`config.mk`:
```
export PLATFORM = sky130hd
export DESIGN_NAME = cpu_run_ctrl
export DESIGN_NICKNAME = d
export VERILOG_FILES = /design/src/rtl/cpu_run_ctrl.sv
export SDC_FILE = /design/constraint.sdc
export NUM_CORES = 1
export LEC_CHECK = 0
export CAP_MARGIN = 0
export CORE_MARGIN = 2
export CORE_UTILIZATION = 46
export CTS_BUF_LIST = sky130_fd_sc_hd__clkbuf_4 sky130_fd_sc_hd__clkbuf_8
export CTS_CLUSTER_DIAMETER = 150
export DETAILED_ROUTE_END_ITERATION = 8
export PLACE_DENSITY = 0.86
export RECOVER_POWER = 50
export REMOVE_ABC_BUFFERS = 1
export SLEW_MARGIN = 20
export SYNTH_ARGS = -nofsm -noshare
export SYNTH_HDL_FRONTEND = slang
export SYNTH_SLANG_ARGS = --single-unit
```
`constraint.sdc`:
```
create_clock -name clk -period 4.1 [get_ports clk]
set_clock_uncertainty 0.05 [all_clocks]
set_input_delay 0.82 -clock clk [delete_from_list [all_inputs] [get_ports clk]]
set_output_delay 0.82 -clock clk [all_outputs]
set_load 0.005 [all_outputs]
```
`src/rtl/cpu_run_ctrl.sv`:
```
// cpu_run_ctrl: run/step/halt/breakpoint controller for the KLP32 core.
// Turns the divider tick into single-cycle instruction enables and counts them.
//
// state | meaning
// HALT  | stopped by operator or reset; ticks are dropped
// RUN   | one o_cpuEn per tick until halt edge or breakpoint
// STEP  | one o_cpuEn on the next tick, then HALT or BRK
// BRK   | stopped before executing the breakpoint instruction; o_bpHit set
module cpu_run_ctrl #(
   parameter int CNT_W         = 32,
   parameter bit START_RUNNING = 1'b0
) (
   input  logic             clk,
   input  logic             reset,
   input  logic             i_tick,
   input  logic             i_run,
   input  logic             i_step,
   input  logic             i_halt,
   input  logic             i_bpEn,
   input  logic [31:0]      i_bpAddr,
   input  logic [31:0]      i_pc,
   output logic             o_cpuEn,
   output logic [1:0]       o_state,
   output logic             o_halted,
   output logic             o_bpHit,
   output logic [CNT_W-1:0] o_stepCount
);

   localparam logic [1:0] ST_HALT  = 2'b00;
   localparam logic [1:0] ST_RUN   = 2'b01;
   localparam logic [1:0] ST_STEP  = 2'b10;
   localparam logic [1:0] ST_BRK   = 2'b11;
   localparam logic [1:0] ST_RESET = START_RUNNING ? ST_RUN : ST_HALT;
   localparam logic [CNT_W-1:0] CNT_ONE = {{(CNT_W-1){1'b0}}, 1'b1};

   logic [1:0]       r_state;
   logic [1:0]       w_state_nxt;
   logic             r_run_q;
   logic             r_step_q;
   logic             r_halt_q;
   logic             r_step_done;
   logic             r_bp_chk;
   logic             r_cpu_en;
   logic             r_bp_hit;
   logic             w_bp_hit_nxt;
   logic [CNT_W-1:0] r_step_count;
   logic             w_run_edge;
   logic             w_step_edge;
   logic             w_halt_edge;
   logic             w_bp_match;
   logic             w_cpu_en_nxt;

   assign w_run_edge  = i_run  & ~r_run_q;
   assign w_step_edge = i_step & ~r_step_q;
   assign w_halt_edge = i_halt & ~r_halt_q;

   // PC is only compared the cycle after a pulse, once the core has moved on
   assign w_bp_match   = r_bp_chk & i_bpEn & (i_pc == i_bpAddr);
   assign w_cpu_en_nxt = i_tick & ((r_state == ST_RUN) |
                                   ((r_state == ST_STEP) & ~r_step_done));

   always_comb begin
      w_state_nxt  = r_state;
      w_bp_hit_nxt = r_bp_hit;
      case (r_state)
         ST_HALT, ST_BRK: begin
            if (w_run_edge) begin
               w_state_nxt  = ST_RUN;
               w_bp_hit_nxt = 1'b0;
            end else if (w_step_edge) begin
               w_state_nxt  = ST_STEP;
               w_bp_hit_nxt = 1'b0;
            end
         end
         ST_RUN: begin
            if (w_halt_edge) begin
               w_state_nxt = ST_HALT;
            end else if (w_bp_match) begin
               w_state_nxt  = ST_BRK;
               w_bp_hit_nxt = 1'b1;
            end
         end
         ST_STEP: begin
            if (w_halt_edge) begin
               w_state_nxt = ST_HALT;
            end else if (r_step_done & r_bp_chk) begin
               if (w_bp_match) begin
                  w_state_nxt  = ST_BRK;
                  w_bp_hit_nxt = 1'b1;
               end else begin
                  w_state_nxt = ST_HALT;
               end
            end
         end
         default: w_state_nxt = ST_HALT;
      endcase
   end

   always_ff @(posedge clk) begin
      if (reset) begin
         r_state      <= ST_RESET;
         r_run_q      <= 1'b0;
         r_step_q     <= 1'b0;
         r_halt_q     <= 1'b0;
         r_step_done  <= 1'b0;
         r_bp_chk     <= 1'b0;
         r_cpu_en     <= 1'b0;
         r_bp_hit     <= 1'b0;
         r_step_count <= '0;
      end else begin
         r_state     <= w_state_nxt;
         r_run_q     <= i_run;
         r_step_q    <= i_step;
         r_halt_q    <= i_halt;
         r_cpu_en    <= w_cpu_en_nxt;
         r_bp_chk    <= r_cpu_en;
         r_bp_hit    <= w_bp_hit_nxt;
         // cleared on every entry to STEP since the previous state is never STEP
         r_step_done <= (r_state == ST_STEP) & (r_step_done | i_tick);
         if (r_cpu_en && (r_step_count != '1)) begin
            r_step_count <= r_step_count + CNT_ONE;
         end
      end
   end

   assign o_cpuEn     = r_cpu_en;
   assign o_state     = r_state;
   assign o_halted    = (r_state == ST_HALT) | (r_state == ST_BRK);
   assign o_bpHit     = r_bp_hit;
   assign o_stepCount = r_step_count;

endmodule

```
==> flow_summary.toml <==
[cts]
cts_htree_levels = 2
cts.clk_slew.worst_paths_ns = 0.07
cts_resized = 0
cts_sinks = 41
ctsHoldBuffers = 0
post_cts_buffers = 0
cts_root_buf = "clkbuf_8"
clkLatencyLatePin_ns = 0.30
numCtsBuffers = 5
clk_path_buf_depth = 2
tritoncts = "built"

[global_routing]
grt_max_degree = 23
track_usage_pct = 22.78
antenna_found_initial = 0
grt_pass1_vias = 2299
grt_pass1_wl_um = 11060
grt_overflow = 0

[power]
leakage_nw = 1.360
ir_drop_mv = 0.2114
p_comb_share_pct = 28.0
power_frac_clock_pct = 27.8
internal-power_w = 0.0007064
seqPwrFrac_pct = 44.2
p_switching_w = 0.0002663
powerDensity_nw_per_um2 = 265.0
swShare_pct = 27.38

[synth]
synth_edf_count = 0
synth_top_flop_cell = "dfxtp_1"
yosysSeqAreaShare_pct = 32.77
yosys.cell_types.count = 50
ys_ff_latch = 41
ys_async_sr_fraction_pct = 0
syn-cell-area_um2 = 2505
ys_warn_count = 0
synth_cells = 278
avgSynthCellArea_um2 = 9.010

[placed_design]
gp_congestion = 0.7824
place_ws_ns = 1.193
placed_cell_area_um2 = 3607
dp_hpwl_um = 5145
io_buffers = 107

[drt]
wire_per_inst_um = 14.27
drt_iter0_drc = 118
firstDrtPassIters = 5
post-route-drc-count = 0
via_count = 2335
viasPerCell = 5.132
ant_nets = 0
routed_wl_um = 6493

[floorplan]
initial_core_util_pct = 48.43
die_h_um = 77.80
die-area_um2 = 6052
die_w_um = 77.80
core_um2 = 5172
rows = 26
io_pins = 108

[critical_path]
crit_slowest_cell = "nor3_1"
reg2reg_setup_slack_ns = 1.36
cp_cell_sequence = "and4_1, nand4_1, nor3_1, nor4_2, nand3_1, mux2_1"
r2r_cells = 6
cp.required_ns = 4.23
max_stage_delay_ns = 0.85
regToRegStartpoint = "o_stepCount[17]$_SDFFE_PP0P_"
startpoint_type = "flip-flop"
end_kind = "flip-flop"
arrival_ns = 2.87
crit_fanout = 6
worstReg2RegEnd = "o_stepCount[19]$_SDFFE_PP0P_"
crit_type = "reg2reg"
crit_start = "o_stepCount[17]$_SDFFE_PP0P_"

[cells_and_area]
final_cell_mix = "clkdlybuf4s50_1, dfxtp_1, nor2_1, xor2_1, dlygate4sd3_1"
num_antenna_cells = 0
nets = 459
final_cell_area_um2 = 3671
drive_gt1_share_pct = 8.831
synthToLayoutAreaGrowth_pct = 46.55
final_util_pct = 70.97
nFillCells = 402
final_common_cell = "clkdlybuf4s50_1"

[job]
max-cap-violations = 0

[timing]
timing_hold_violations_final = 0
relSlewSlack_pct = 30.20
fin_setup_tns_ns = 0
drv_slew = 0
fin_ws_ns = 1.361
final-setup-viol-count = 0
period_share_pct = 66.81
rsz0062_at_grt = "false"
fmax_ghz = 0.3651
period_minus_slack_ns = 2.739
whs_ns = 0.4176
tightest_slew_ns = 1.039

[worst_hold_path]
hp-start = "o_bpHit$_SDFFE_PP0P_"
min_to = "o_bpHit$_SDFFE_PP0P_"
hold_path.class = "reg2reg"
holdPathStages = 1

[status]
status = "finished, final reports clean"
-- critical path, delay by kind of cell, from the launching register on --
| kind | cells | cell delay [ns] |
|---|---|---|
| muxes | 1 | 0.32 |
| and+or+nand+nor | 5 | 1.82 |
| DFF | 1 | 0.44 |
-- per-stage QoR --
stage | instances | power, W
floorplan | 270 | 0.0005638
global placement | 448 | 0.0007059
detailed placement | 448 | 0.0007132
CTS | 455 | 0.0009814
global route | 455 | 0.001027
finish | 455 | 0.0009726
-- layer usage --
metal  wire (µm)  up-vias  global-route usage (%)
li1            -     1181                       -
met1        2802     1081                   28.71
met2        3300       63                   39.14
met3         281       10                   4.186
met4         109        0                   7.321
met5           0        -                       0
-- worst max path at each step --
stage / endpoint / slack, ns / cells past startpoint
2_1_floorplan: o_stepCount[1]$_SDFFE_PP0P_ / 1.91 / 6
3_3_place_gp: o_state[1]$_SDFFE_PP0P_ / 1.30 / 7
3_5_place_dp: o_state[1]$_SDFFE_PP0P_ / 1.19 / 7
4_1_cts: o_state[1]$_SDFFE_PP0P_ / 1.50 / 7
5_1_grt: o_stepCount[19]$_SDFFE_PP0P_ / 1.14 / 6
6_report: o_stepCount[19]$_SDFFE_PP0P_ / 1.36 / 6
-- power groups by stage --
stage	Combinational (W)	Sequential [W]	Clock, W
after CTS	0.000276	0.000431	0.000275
after global placement	0.000266	0.000440	0
final	0.000272	0.000430	0.000270
after detailed placement	0.000274	0.000440	0
after floorplan	0.000127	0.000437	0
after global routing	0.000300	0.000433	0.000294
-- registers in the layout (all words and copies together) (netlist names) --
signal / flops
o_bpHit: 1
r_step_done: 1
r_step_q: 1
r_halt_q: 1
r_run_q: 1
o_state: 2
r_bp_chk: 1
o_cpuEn: 1
o_stepCount: 32
-- synth_stat cells (4+ instances only) --
cell type	n	area share, %
nor2b_1	4	1.0
xnor2_1	24	8.4
nor3_1	10	2.0
nand2_1	17	2.5
nand3_1	10	2.0
nand4_1	5	1.2
nor4_1	13	3.2
dfxtp_1	41	33
xor2_1	34	12
a21oi_1	6	1.2
nor3_2	7	2.8
nor2_1	34	5.1
buf_6	4	1.8
o21ai_0	4	0.80
inv_1	10	1.5
-- cell families after synthesis --
| family | Yosys count | share of synthesized area [%] |
|---|---|---|
| AND/OR/NAND/NOR | 134 | 34.82 |
| XOR/XNOR | 58 | 20.28 |
| flip-flops | 41 | 32.77 |
| AO/OA/AOI/OAI | 22 | 5.745 |
| buffers and inverters | 18 | 4.046 |
| adder cells (fa/ha/maj) | 3 | 1.499 |
| multiplexers | 2 | 0.8491 |
-- area by class of cell --
cell class                      instances  area (µm²)  share of cell area (%)
Inverter                               10       37.54                   1.022
Sequential cell                        41       820.8                   22.36
Tap cell                               70       87.58                   2.386
Clock buffer                            7       90.09                   2.454
Timing Repair Buffer                  108        1079                   29.38
Multi-Input combinational cell        219        1556                   42.40
No activity file was read; power rests on OpenSTA's default activity.
